**src/rtl/ntt_result_uart_writer.sv**
```systemverilog
// ntt_result_uart_writer
// Return path of the NTT accelerator. Captures one block of RADIX result words
// and sends them on an 8N1 UART line, word 0 first. Each word goes out
// least-significant byte first, which is the same byte order the host used on
// the input path.
//
// Ports:
//   clk_i           clock, all logic on the rising edge
//   rst_n_i         synchronous active-low reset
//   result_valid_i  result_data_i holds a valid result this cycle
//   result_data_i   NTT result word (W bits)
//   ready_o         high while capturing results
//   tx_o            UART serial line, idle high
//   busy_o          high while the block is being sent
//   done_o          one-cycle pulse after the last stop bit of the block
//   drop_o          one-cycle pulse for a result offered while ready_o was low
module ntt_result_uart_writer #(
    parameter int unsigned W            = 32,
    parameter int unsigned RADIX        = 16,
    parameter int unsigned CLKS_PER_BIT = 87
) (
    input  logic         clk_i,
    input  logic         rst_n_i,
    input  logic         result_valid_i,
    input  logic [W-1:0] result_data_i,
    output logic         ready_o,
    output logic         tx_o,
    output logic         busy_o,
    output logic         done_o,
    output logic         drop_o
);

    localparam int unsigned BYTES_PER_WORD = W / 8;
    localparam int unsigned CW = $clog2(RADIX) + 1;
    localparam int unsigned AW = (RADIX > 1) ? $clog2(RADIX) : 1;
    localparam int unsigned BW = (BYTES_PER_WORD > 1) ? $clog2(BYTES_PER_WORD) : 1;
    localparam int unsigned DW = (CLKS_PER_BIT > 1) ? $clog2(CLKS_PER_BIT) : 1;

    typedef enum logic [2:0] {
        S_CAPTURE,
        S_START,
        S_DATA,
        S_STOP,
        S_FINISH
    } state_t;

    state_t         state_q, state_d;
    logic [CW-1:0]  count_q, count_d;
    logic [AW-1:0]  word_q,  word_d;
    logic [BW-1:0]  byte_q,  byte_d;
    logic [2:0]     bit_q,   bit_d;
    logic [DW-1:0]  baud_q,  baud_d;
    logic [7:0]     tx_byte_q;
    logic [W-1:0]   buffer_q [RADIX];

    logic           capture;
    logic           byte_load;
    logic           baud_end;
    logic           last_byte_of_word;
    logic           tx_d, ready_d, busy_d, done_d, drop_d;

    // Next-state and next-output logic; outputs are decoded from the next
    // state so the registered outputs line up with the registered state.
    always_comb begin
        state_d           = state_q;
        count_d           = count_q;
        word_d            = word_q;
        byte_d            = byte_q;
        bit_d             = bit_q;
        baud_d            = baud_q;
        capture           = 1'b0;
        byte_load         = 1'b0;
        baud_end          = (baud_q == DW'(CLKS_PER_BIT - 1));
        last_byte_of_word = (byte_q == BW'(BYTES_PER_WORD - 1));
        tx_d              = 1'b1;
        ready_d           = 1'b0;
        busy_d            = 1'b0;
        done_d            = 1'b0;
        drop_d            = result_valid_i && (state_q != S_CAPTURE);

        case (state_q)
            S_CAPTURE: begin
                if (result_valid_i) begin
                    capture = 1'b1;
                    count_d = count_q + CW'(1);
                    if (count_q == CW'(RADIX - 1)) begin
                        state_d   = S_START;
                        word_d    = '0;
                        byte_d    = '0;
                        bit_d     = '0;
                        baud_d    = '0;
                        byte_load = 1'b1;
                    end
                end
            end
            S_START: begin
                if (baud_end) begin
                    baud_d  = '0;
                    bit_d   = '0;
                    state_d = S_DATA;
                end else begin
                    baud_d = baud_q + DW'(1);
                end
            end
            S_DATA: begin
                if (baud_end) begin
                    baud_d = '0;
                    if (bit_q == 3'd7) begin
                        state_d = S_STOP;
                    end else begin
                        bit_d = bit_q + 3'd1;
                    end
                end else begin
                    baud_d = baud_q + DW'(1);
                end
            end
            S_STOP: begin
                if (baud_end) begin
                    baud_d = '0;
                    if (last_byte_of_word && (word_q == AW'(RADIX - 1))) begin
                        state_d = S_FINISH;
                    end else begin
                        // Next byte starts immediately, no idle gap.
                        state_d   = S_START;
                        byte_load = 1'b1;
                        if (last_byte_of_word) begin
                            byte_d = '0;
                            word_d = word_q + AW'(1);
                        end else begin
                            byte_d = byte_q + BW'(1);
                        end
                    end
                end else begin
                    baud_d = baud_q + DW'(1);
                end
            end
            S_FINISH: begin
                count_d = '0;
                state_d = S_CAPTURE;
            end
            default: begin
                state_d = S_CAPTURE;
            end
        endcase

        case (state_d)
            S_CAPTURE: ready_d = 1'b1;
            S_START: begin
                busy_d = 1'b1;
                tx_d   = 1'b0;
            end
            S_DATA: begin
                // tx_byte_q was loaded on entry to the preceding start bit.
                busy_d = 1'b1;
                tx_d   = tx_byte_q[bit_d];
            end
            S_STOP:   busy_d = 1'b1;
            S_FINISH: done_d = 1'b1;
            default: ;
        endcase
    end

    // State, counters and registered outputs.
    always_ff @(posedge clk_i) begin
        if (!rst_n_i) begin
            state_q <= S_CAPTURE;
            count_q <= '0;
            word_q  <= '0;
            byte_q  <= '0;
            bit_q   <= '0;
            baud_q  <= '0;
            tx_o    <= 1'b1;
            ready_o <= 1'b1;
            busy_o  <= 1'b0;
            done_o  <= 1'b0;
            drop_o  <= 1'b0;
        end else begin
            state_q <= state_d;
            count_q <= count_d;
            word_q  <= word_d;
            byte_q  <= byte_d;
            bit_q   <= bit_d;
            baud_q  <= baud_d;
            tx_o    <= tx_d;
            ready_o <= ready_d;
            busy_o  <= busy_d;
            done_o  <= done_d;
            drop_o  <= drop_d;
        end
    end

    // Result buffer and current transmit byte; contents need no reset since
    // they are always overwritten before being sent.
    always_ff @(posedge clk_i) begin
        if (capture) begin
            buffer_q[count_q[AW-1:0]] <= result_data_i;
        end
        if (byte_load) begin
            tx_byte_q <= buffer_q[word_d][8*int'(byte_d) +: 8];
        end
    end

endmodule

```
**config.mk**
```make
export PLATFORM = sky130hd
export DESIGN_NAME = ntt_result_uart_writer
export DESIGN_NICKNAME = d
export VERILOG_FILES = /design/src/rtl/ntt_result_uart_writer.sv
export SDC_FILE = /design/constraint.sdc
export NUM_CORES = 1
export LEC_CHECK = 0
export CAP_MARGIN = 40
export CORE_MARGIN = 5
export CORE_UTILIZATION = 55
export CTS_CLUSTER_SIZE = 12
export DETAILED_ROUTE_END_ITERATION = 6
export HOLD_SLACK_MARGIN = 0.06
export PLACE_DENSITY = 0.72
export SLEW_MARGIN = 20
export SYNTH_ARGS = -nofsm -noshare
export SYNTH_HDL_FRONTEND = slang
export SYNTH_SLANG_ARGS = --single-unit
```
**constraint.sdc**
```tcl
create_clock -name clk_i -period 9.57 [get_ports clk_i]
set_clock_uncertainty 0.15 [all_clocks]
set_input_delay 1.914 -clock clk_i [delete_from_list [all_inputs] [get_ports clk_i]]
set_output_delay 1.914 -clock clk_i [all_outputs]
set_load 0.02 [all_outputs]
```
==> out/results.ini, run 1 <==
[run_status]
status = finished, final reports clean

[worst_setup_path]
cp-start-kind = input pin
worst_path_max_delay_cell = nor4bb_1
critPathKind = input pin to register
crit_path_max_fanout = 124
worst_ep_arrival_time_ns = 5.97
critical_path.endpoint_type = register
required_ns = 9.90
stage_delay_of_the_slowest_cell_on_the_critical_path_ns = 0.72
cell_chain_of_the_critical_path = clkdlybuf4s50_1 -> nor4b_4 -> a21boi_2 -> a21o_4 -> buf_12 -> o221ai_1 -> a311oi_1 -> nor4_1 -> nor4bb_1 -> or4_1

[placement]
hpwl_dp_mm = 32.27
pre_cts_ws_ns = 3.483
placed_cells_incl_taps = 2309
gp_routability_congestion = 0.8374
port_buffers = 39

[routing]
drcViolationCount = 0
ant_nets = 0
drtIter0Drc = 1978
wl_per_cell_um = 24.67
drt_first_pass_iters = 6
drt-vias-per-instance = 6.528
vias = 15690
finalWirelength_mm = 59.28

[clock_network]
clk_root_buffer_cell = clkbuf_16
cts_inserted_buffers = 55
cts-root-to-sink-buffers = 3
post_cts_resize_count = 0
count_of_hold_fix_buffers_inserted_at_cts = 0
worst_setup_hold_path_clk_slew_ns = 0.06
tritoncts_clock_tree = done
postCtsSetupRepairBufs = 0
worst_skew_pair_later_pin_latency_ns = 0.61
cts_max_level = 2
clkSinkCount = 549

[sta]
timing_max_transition_violations_final = 0
rsz_0062_raised_after_global_routing = no
slew_at_the_pin_closest_to_its_max_slew_limit_ns = 1.120
layout_min_cycle_time_ns = 5.634
timing.slew.headroom = 0.2536
fmaxAchievable_mhz = 177.5
layout_setup_ws_ns = 3.936
hold_violation_total_from_the_final_report = 0
period_share = 0.5887
fin_tns_setup_ns = 0
finalSetupViolations = 0

[yosys]
avgSynthCellArea_um2 = 13.08
most_common_cell_in_the_synthesized_netlist = edfxtp_1
synth.net_count = 1851
synth_commonest_cells = edfxtp_1 (520), nand2_1 (347), nand3_1 (154)
synth_cells = 1805
flip_flop_and_latch_count_after_synthesis = 549
postSynth.asyncResetShare = 0
synth_edf_count = 520
synth.distinct_cells = 77
syn_area_mm2 = 0.02361
synth_warnings = 0
synthDominantAreaCellType = edfxtp_1
ys_top_cells_by_area = edfxtp_1 (66%), mux2i_1 (5.6%), nand2_1 (5.5%)
dominantRegCellSynth = edfxtp_1
ys_seq_area_frac = 0.6858
yosysTopAreaCellShare = 0.6613

[floorplan]
die_y_um = 217.2
std_cell_rows = 76
floorplan.initialDensity = 0.5518
fp.coreArea_mm2 = 0.04279
design.die.area_mm2 = 0.04718
io_pins = 40
die_w_um = 217.2

[flow_run]
timing.max_cap.violations = 0

[global_route]
antenna_found_initial = 6
grt_overflow_total = 0
globalRouteTotalUtil = 0.2487
grt_start_max_net_pins = 168
grt_first_pass_wirelength_mm = 90.04
via_count_of_the_first_global_routing_pass = 15150

[power_and_ir_drop]
cellPowerDensity_mw_per_mm2 = 179.0
vdd_ir_drop_max_mv = 0.1609
power.static_leakage_nw = 8.623

[cells_and_area]
share_of_post_route_cells_with_drive_strength_above_1 = 0.09008
layout.nets = 1868
utilization = 0.6115
n_fill_cell = 3198
stdcell_count = 2403
area_growth_pct = 10.81

[hold_path]
hold_path.class = register to register

## power by group
group          switching, mW  internal, mW
sequential           0.00583          2.65
combinational         0.0634        0.0270
clock                  0.860          1.08
total                  0.930          3.76
## cells in the final DEF, fill, tap and decap left out, types with 14 or more instances in the layout
cell and n:
a21oi_1 54, a31oi_1 34, buf_4 31, clkbuf_1 16, clkbuf_16 55, clkdlybuf4s50_1 39
dfxtp_1 28, edfxtp_1 520, inv_1 14, mux2i_1 131, nand2_1 347, nand3_1 154
nor2_1 44, nor2_4 14, nor3_1 46, nor4_1 15, o21ai_0 45, o221a_2 21
o221ai_1 25, o22ai_1 14
## metrics by stage
| stage | cell area (µm²) | power, mW | hold WS [ns] |
|---|---|---|---|
| finish | 26170 | 4.685 | 0.3147 |
| global route | 26170 | 4.827 | 0.3380 |
| CTS | 26120 | 4.708 | 0.3162 |
| detailed placement | 24550 | 2.797 | 0.3083 |
| global placement | 24510 | 2.792 | 0.2939 |
| floorplan | 23610 | 2.738 | 0.2863 |
## final timing paths
path	start	end	slack, ns	depth (start not counted)
worst min register to register	count_q[4]	count_q[4]	0.31	2
worst max register to register	state_q[1]	tx_byte_q[2]	4.77	9
worst max-delay path	result_valid_i	tx_byte_q[2]	3.94	10
worst min-delay path	count_q[4]	count_q[4]	0.31	2
## sequential cells by signal (all words and copies together) (netlist names)
name / flops
tx_o: 1
state_q: 3
byte_q: 2
word_q: 4
buffer_q: 512
ready_o: 1
busy_o: 1
tx_byte_q: 8
drop_o: 1
count_q: 5
done_o: 1
bit_q: 3
baud_q: 7
## final cells by class
type | count | area, µm² | area share
clock inverters | 14 | 78.83 | 0.003012
well taps | 546 | 683.2 | 0.02611
flip-flops and latches | 549 | 16200 | 0.6190
clock buffers | 75 | 1491 | 0.05700
repair buffers | 76 | 730.7 | 0.02793
multi-input cells | 1126 | 6925 | 0.2647
inverters | 14 | 52.55 | 0.002008
diodes | 3 | 7.507 | 0.0002869
## logic make-up after synthesis
kind of cell	share of synthesized area
flops	0.6858
compound gates	0.08668
simple gates	0.1343
mux	0.05887
fa+ha+maj	0.005828
buf+inv	0.02771
xor+xnor	0.0007419
## per-layer routing
metal / wire length [µm] / vias to the layer above / GRT usage
met1: 23450 / 7777 / 0.3414
li1: - / 6943 / -
met2: 27390 / 795 / 0.3814
met4: 2927 / 4 / 0.1220
met3: 5485 / 168 / 0.05383
met5: 25 / - / 0
## worst max-delay path: cells and delay by family
family | cells | cell delay, ns
AO/OA/AOI/OAI | 4 | 1.55
buffers and inverters | 2 | 1.14
AND/OR/NAND/NOR | 4 | 1.25
No activity file was read; power rests on OpenSTA's default activity.
==> run 2, diff against run 1 <==
==> constraint.sdc (replaced) <==
create_clock -name clk_i -period 5.3 [get_ports clk_i]
set_clock_uncertainty 0.15 [all_clocks]
set_input_delay 1.06 -clock clk_i [delete_from_list [all_inputs] [get_ports clk_i]]
set_output_delay 1.06 -clock clk_i [all_outputs]
set_load 0.02 [all_outputs]
==> run 2 against run 1 <==
Core utilization rose by 0.98 points. Combinational power up 85%. Wire length rose by 0.89%. Die area did not move. First-iteration DRC count is 8.5% lower. Clock power up 85%. Setup slack worse by 3.1 ns. Worst hold slack got worse by 0.0081 ns. Global-route usage is 0.21 points higher. Critical path type is now register to register.
==> out/results.ini, run 2 (synthesis results as in run 1) <==
[routing]
ant_nets = 0
drt-vias-per-instance = 6.395
vias = 15540
drtIter0Drc = 1809
drcViolationCount = 0
drt_first_pass_iters = 6
finalWirelength_mm = 59.80
wl_per_cell_um = 24.61

[cells_and_area]
n_fill_cell = 3114
stdcell_count = 2430
layout.nets = 1896
share_of_post_route_cells_with_drive_strength_above_1 = 0.1031
final_common_cell = edfxtp_1
leading_cell_types_in_the_layout_fill_and_taps_excluded = edfxtp_1 (520), nand2_1 (347), nand3_1 (154), mux2i_1 (131), clkbuf_16 (56)
area_growth_pct = 12.58
utilization = 0.6213
largest_register_ff_count = 512
area_of_all_placed_cells_without_fillers_mm2 = 0.02659

[hold_path]
hold_path.class = register to register
min-delay-start = count_q[4]
hold_path_end = count_q[4]
hold_depth = 2

[placement]
hpwl_dp_mm = 34.29
gp_routability_congestion = 0.8258
pre_cts_ws_ns = 0.3476
placed_cells_incl_taps = 2336
cell_area_reported_after_detailed_placement_mm2 = 0.02490
port_buffers = 39

[floorplan]
fp.coreArea_mm2 = 0.04279
design.die.area_mm2 = 0.04718
die_y_um = 217.2
die_w_um = 217.2
floorplan.initialDensity = 0.5518
std_cell_rows = 76
io_pins = 40

[sta]
slew_at_the_pin_closest_to_its_max_slew_limit_ns = 0.8566
hold_violation_total_from_the_final_report = 0
timing_max_transition_violations_final = 0
fin_hold_ws_ns = 0.3066
period_share = 0.8447
rsz_0062_raised_after_global_routing = no
layout_min_cycle_time_ns = 4.477
fmaxAchievable_mhz = 223.4
fin_tns_setup_ns = 0
timing.slew.headroom = 0.4229
layout_setup_ws_ns = 0.8229
finalSetupViolations = 0

[worst_setup_path]
required_ns = 5.62
worstReg2RegStart = baud_q[0]
critical_path.endpoint_type = register
ff2ff_path_depth = 11
cp-start-kind = register
worst_ep_arrival_time_ns = 4.79
timing.reg2reg.setup_slack_ns = 0.82
critical_path.reg2reg.endpoint = tx_byte_q[7]
critPathKind = register to register
worst_path_max_delay_cell = a211oi_4
cell_chain_of_the_critical_path = inv_1 -> ha_1 -> nor2b_1 -> a41oi_1 -> a211oi_4 -> buf_4 -> buf_12 -> mux2i_1 -> o22ai_1 -> nor4_1 -> or3b_1
crit_path_max_fanout = 41
stage_delay_of_the_slowest_cell_on_the_critical_path_ns = 0.73

[global_route]
grt_first_pass_wirelength_mm = 90.66
grt_start_max_net_pins = 86
globalRouteTotalUtil = 0.2508
via_count_of_the_first_global_routing_pass = 15020
antenna_found_initial = 2
grt_overflow_total = 0

[run_status]
status = finished, final reports clean

[clock_network]
clkSinkCount = 549
post_cts_resize_count = 0
postCtsSetupRepairBufs = 0
cts_max_level = 2
cts_inserted_buffers = 56
clk_root_buffer_cell = clkbuf_16
worst_setup_hold_path_clk_slew_ns = 0.06
tritoncts_clock_tree = done
count_of_hold_fix_buffers_inserted_at_cts = 0
cts-root-to-sink-buffers = 3
worst_skew_pair_later_pin_latency_ns = 0.62

[power_and_ir_drop]
cellPowerDensity_mw_per_mm2 = 321.7
finalPower_mw = 8.553
power.static_leakage_nw = 8.833
vdd_ir_drop_max_mv = 0.2983

[flow_run]
timing.max_cap.violations = 0

run 2: cell count changes in the layout (fill, tap and decap cells not counted), sizes merged:
| cell | previous run | this run |
|---|---|---|
| inv | 17 | 14 |
| clkinv | 9 | 14 |
| clkbuf | 75 | 72 |
| clkdlybuf4s18 | 0 | 1 |
| diode | 3 | 2 |
| buf | 37 | 63 |
| bufinv | 0 | 2 |
run 2: worst max path at each step:
stage | startpoint | end | slack [ns]
after CTS | count_q[3] | tx_byte_q[7] | 0.92
after global placement | result_valid_i | tx_byte_q[0] | 0.28
final | baud_q[0] | tx_byte_q[7] | 0.82
after detailed placement | result_valid_i | tx_byte_q[0] | 0.35
after global routing | count_q[2] | tx_byte_q[7] | 0.65
after floorplan | result_valid_i | buffer_q[3][0] | 0.83
run 2: where the power goes:
part | total (mW) | internal, mW | leakage [nW] | switching [mW]
Clock | 3.59 | 2.02 | 0.786 | 1.56
Sequential | 4.80 | 4.79 | 4.93 | 0.0104
Combinational | 0.167 | 0.0499 | 3.11 | 0.118
Total | 8.55 | 6.86 | 8.83 | 1.69
run 2: worst max-delay path: cells and delay by family (launching register included):
kind                     cells  cell delay, ns
multiplexers                 1            0.23
AO/OA/AOI/OAI                3            1.21
flip-flops                   1            0.32
adder cells (fa/ha/maj)      1            0.19
AND/OR/NAND/NOR              3            1.51
buffers and inverters        3            0.73
run 2: per-layer routing:
| metal | track usage | share of wire | vias up |
|---|---|---|---|
| met5 | 0 | 0 | - |
| met2 | 0.4079 | 0.47 | 796 |
| met1 | 0.3496 | 0.40 | 7612 |
| li1 | - | - | 6994 |
| met4 | 0.08384 | 0.034 | 0 |
| met3 | 0.04173 | 0.091 | 139 |
run 2: cell type report:
type | count | area [µm²] | area share
Antenna cell | 2 | 5.005 | 0.0001883
Clock inverter | 18 | 172.7 | 0.006495
Inverter | 14 | 52.55 | 0.001977
Tap cell | 546 | 683.2 | 0.02570
Multi-Input combinational cell | 1126 | 6925 | 0.2605
Timing Repair Buffer | 103 | 1089 | 0.04094
Sequential cell | 549 | 16200 | 0.6092
Clock buffer | 72 | 1461 | 0.05497
==> run 3, diff against run 2 <==
--- a/config.mk
+++ b/config.mk
@@ -11,7 +11,7 @@
 export CTS_CLUSTER_SIZE = 12
 export DETAILED_ROUTE_END_ITERATION = 6
 export HOLD_SLACK_MARGIN = 0.06
-export PLACE_DENSITY = 0.72
+export PLACE_DENSITY = 0.74
 export SLEW_MARGIN = 20
 export SYNTH_ARGS = -nofsm -noshare
 export SYNTH_HDL_FRONTEND = slang
==> constraint.sdc (replaced) <==
create_clock -name clk_i -period 3.84 [get_ports clk_i]
set_clock_uncertainty 0.15 [all_clocks]
set_input_delay 0.768 -clock clk_i [delete_from_list [all_inputs] [get_ports clk_i]]
set_output_delay 0.768 -clock clk_i [all_outputs]
set_load 0.02 [all_outputs]
==> run 3 against run 2 <==
Total power increased by 37%. Register-to-register slack got worse by 0.69 ns. Setup slack got worse by 0.69 ns. Critical endpoint is now tx_byte_q[0]. Largest cell class unchanged. Largest power group unchanged. Highest routed layer is now met5.
==> out/results.ini, run 3 (synthesis results as in run 1) <==
[power_and_ir_drop]
p_comb_frac = 0.021
power.clock.fraction = 0.413
vdd_ir_drop_max_mv = 0.3792
power.static_leakage_nw = 9.423
power_switching_share = 0.2004
total_switching_power_mw = 2.346
seqPwrFrac = 0.566
finalPower_mw = 11.70
power.internal_mw = 9.356
cellPowerDensity_mw_per_mm2 = 423.2

[cells_and_area]
area_of_all_placed_cells_without_fillers_mm2 = 0.02765
leading_cell_types_in_the_layout_fill_and_taps_excluded = edfxtp_1 (520), nand2_1 (347), nand3_1 (154), buf_4 (139), mux2i_1 (131)
area_growth_pct = 17.10
layout.nets = 2007
area.sequential_mm2 = 0.01620
multi_input_comb_area_mm2 = 0.006967
share_of_post_route_cells_with_drive_strength_above_1 = 0.1551
final_common_cell = edfxtp_1
largest_register_ff_count = 512
n_fill_cell = 3027

[routing]
vias = 16350
wl_per_cell_um = 24.23
finalWirelength_mm = 61.53
drt_first_pass_iters = 7
ant_nets = 0
drcViolationCount = 0
drt-vias-per-instance = 6.438
drtIter0Drc = 2069

[worst_setup_path]
worstSetupEndpoint = tx_byte_q[0]
worst_ep_arrival_time_ns = 3.91
ff2ff_path_depth = 12
worst_path_max_delay_cell = or4_1
cell_chain_of_the_critical_path = ha_1 -> and3_1 -> ha_2 -> nand4bb_1 -> a31o_2 -> a211o_4 -> buf_12 -> nand2_1 -> nand3_1 -> nand3_1 -> a41oi_1 -> or4_1
stage_delay_of_the_slowest_cell_on_the_critical_path_ns = 0.60
critical_path.endpoint_type = register
worstReg2RegStart = count_q[1]
required_ns = 4.03
critical_path.most_common_cell = nand3_1
crit_path_max_fanout = 55
startpoint = count_q[1]
critPathKind = register to register
critical_path.reg2reg.endpoint = tx_byte_q[0]
timing.reg2reg.setup_slack_ns = 0.13
cp-start-kind = register

[placement]
hpwl_dp_mm = 37.99
gp_routability_congestion = 0.8687
cell_area_reported_after_detailed_placement_mm2 = 0.02593
port_buffers = 39

[clock_network]
clk_root_buffer_cell = clkbuf_16
tritoncts_clock_tree = done
count_of_hold_fix_buffers_inserted_at_cts = 0
cts_max_level = 2
worst_setup_hold_path_clk_slew_ns = 0.06
cts-root-to-sink-buffers = 3
clkSinkCount = 549
cts_inserted_buffers = 56
worst_skew_pair_later_pin_latency_ns = 0.62

[floorplan]
floorplan.initialDensity = 0.5518
io_pins = 40
die_y_um = 217.2
design.die.area_mm2 = 0.04718
fp.coreArea_mm2 = 0.04279
die_w_um = 217.2
std_cell_rows = 76

[global_route]
grt_first_pass_wirelength_mm = 93.71
globalRouteTotalUtil = 0.2592
via_count_of_the_first_global_routing_pass = 16020
grt_start_max_net_pins = 93
grt_overflow_total = 0
antenna_found_initial = 4

[sta]
fin_tns_setup_ns = 0
slew_at_the_pin_closest_to_its_max_slew_limit_ns = 0.8554
fmaxAchievable_mhz = 269.4
layout_min_cycle_time_ns = 3.712
timing_max_transition_violations_final = 0
period_share = 0.9666
timing.slew.headroom = 0.4237
rsz_0062_raised_after_global_routing = no
hold_violation_total_from_the_final_report = 0
finalSetupViolations = 0

[flow_run]
timing.max_cap.violations = 0

[run_status]
status = finished, final reports clean

[hold_path]
hold_path.class = register to register

## run 3: cell count changes in the layout (fill, tap and decap cells not counted), moves of 2 or more
cell / before / now
inv_6: 0 / 2
buf_4: 46 / 139
bufinv_16: 2 / 0
nor3_2: 4 / 0
buf_12: 15 / 34
nor3_4: 0 / 4
clkinv_1: 7 / 5
## run 3: power groups by stage
stage,clock (mW),combinational [mW],sequential (mW)
5_1_grt,5.16,0.265,6.62
6_report,4.83,0.245,6.62
3_3_place_gp,0,0.234,6.75
2_1_floorplan,0,0.0767,6.75
4_1_cts,4.89,0.244,6.62
3_5_place_dp,0,0.242,6.75
## run 3: metrics by stage
step | util | hold slack [ns] | std cells | setup slack [ns]
after floorplan | - | 0.2863 | 1805 | 0.5155
after global placement | 0.6060 | 0.2950 | 2438 | -0.1844
after detailed placement | 0.6060 | 0.3109 | 2438 | -0.2743
after CTS | 0.6429 | 0.3190 | 2527 | 0.04487
after global routing | 0.6461 | 0.3510 | 2538 | 0.008216
final | 0.6462 | 0.3225 | 2539 | 0.1284
## run 3: layout make-up
type	instances	share of cell area
tap	546	0.02471
timing repair buffer	214	0.07837
inverter	14	0.001900
clock buffer	73	0.05299
multi-input combinational	1126	0.2519
clock inverter	16	0.004208
sequential	549	0.5858
antenna	1	0.00009050
## run 3: metal layers
layer  vias up  track usage  share of wire
met5         -            0        0.00021
met4         2       0.1119          0.045
met3       197      0.04729          0.090
met2       837       0.4251           0.48
met1      8092       0.3440           0.38
li1       7217            -              -
## run 3: how the worst min path moves through the flow
| stage | cells after the start | to | slack (ns) | startpoint |
|---|---|---|---|---|
| 6_report | 2 | count_q[4] | 0.32 | count_q[4] |
| 5_1_grt | 2 | count_q[4] | 0.35 | count_q[4] |
| 4_1_cts | 2 | count_q[4] | 0.32 | count_q[4] |
| 3_5_place_dp | 2 | count_q[4] | 0.31 | count_q[4] |
| 3_3_place_gp | 2 | count_q[4] | 0.30 | count_q[4] |
| 2_1_floorplan | 2 | count_q[4] | 0.29 | count_q[4] |
## run 3: worst max-delay path, delay by kind of cell, from the launching register on
family                     cells  cell delay (ns)
buffers and inverters          1             0.20
and+or+nand+nor                6             1.25
DFF                            1             0.40
adders and majority gates      2             0.43
AOI/OAI and AO/OA              3             0.98
## run 3: repair_timing
item,in CTS,in global routing
setup buffers,0,9
setup endpoints to repair,0,8
hold endpoints to repair,0,0
gates resized for setup,0,4
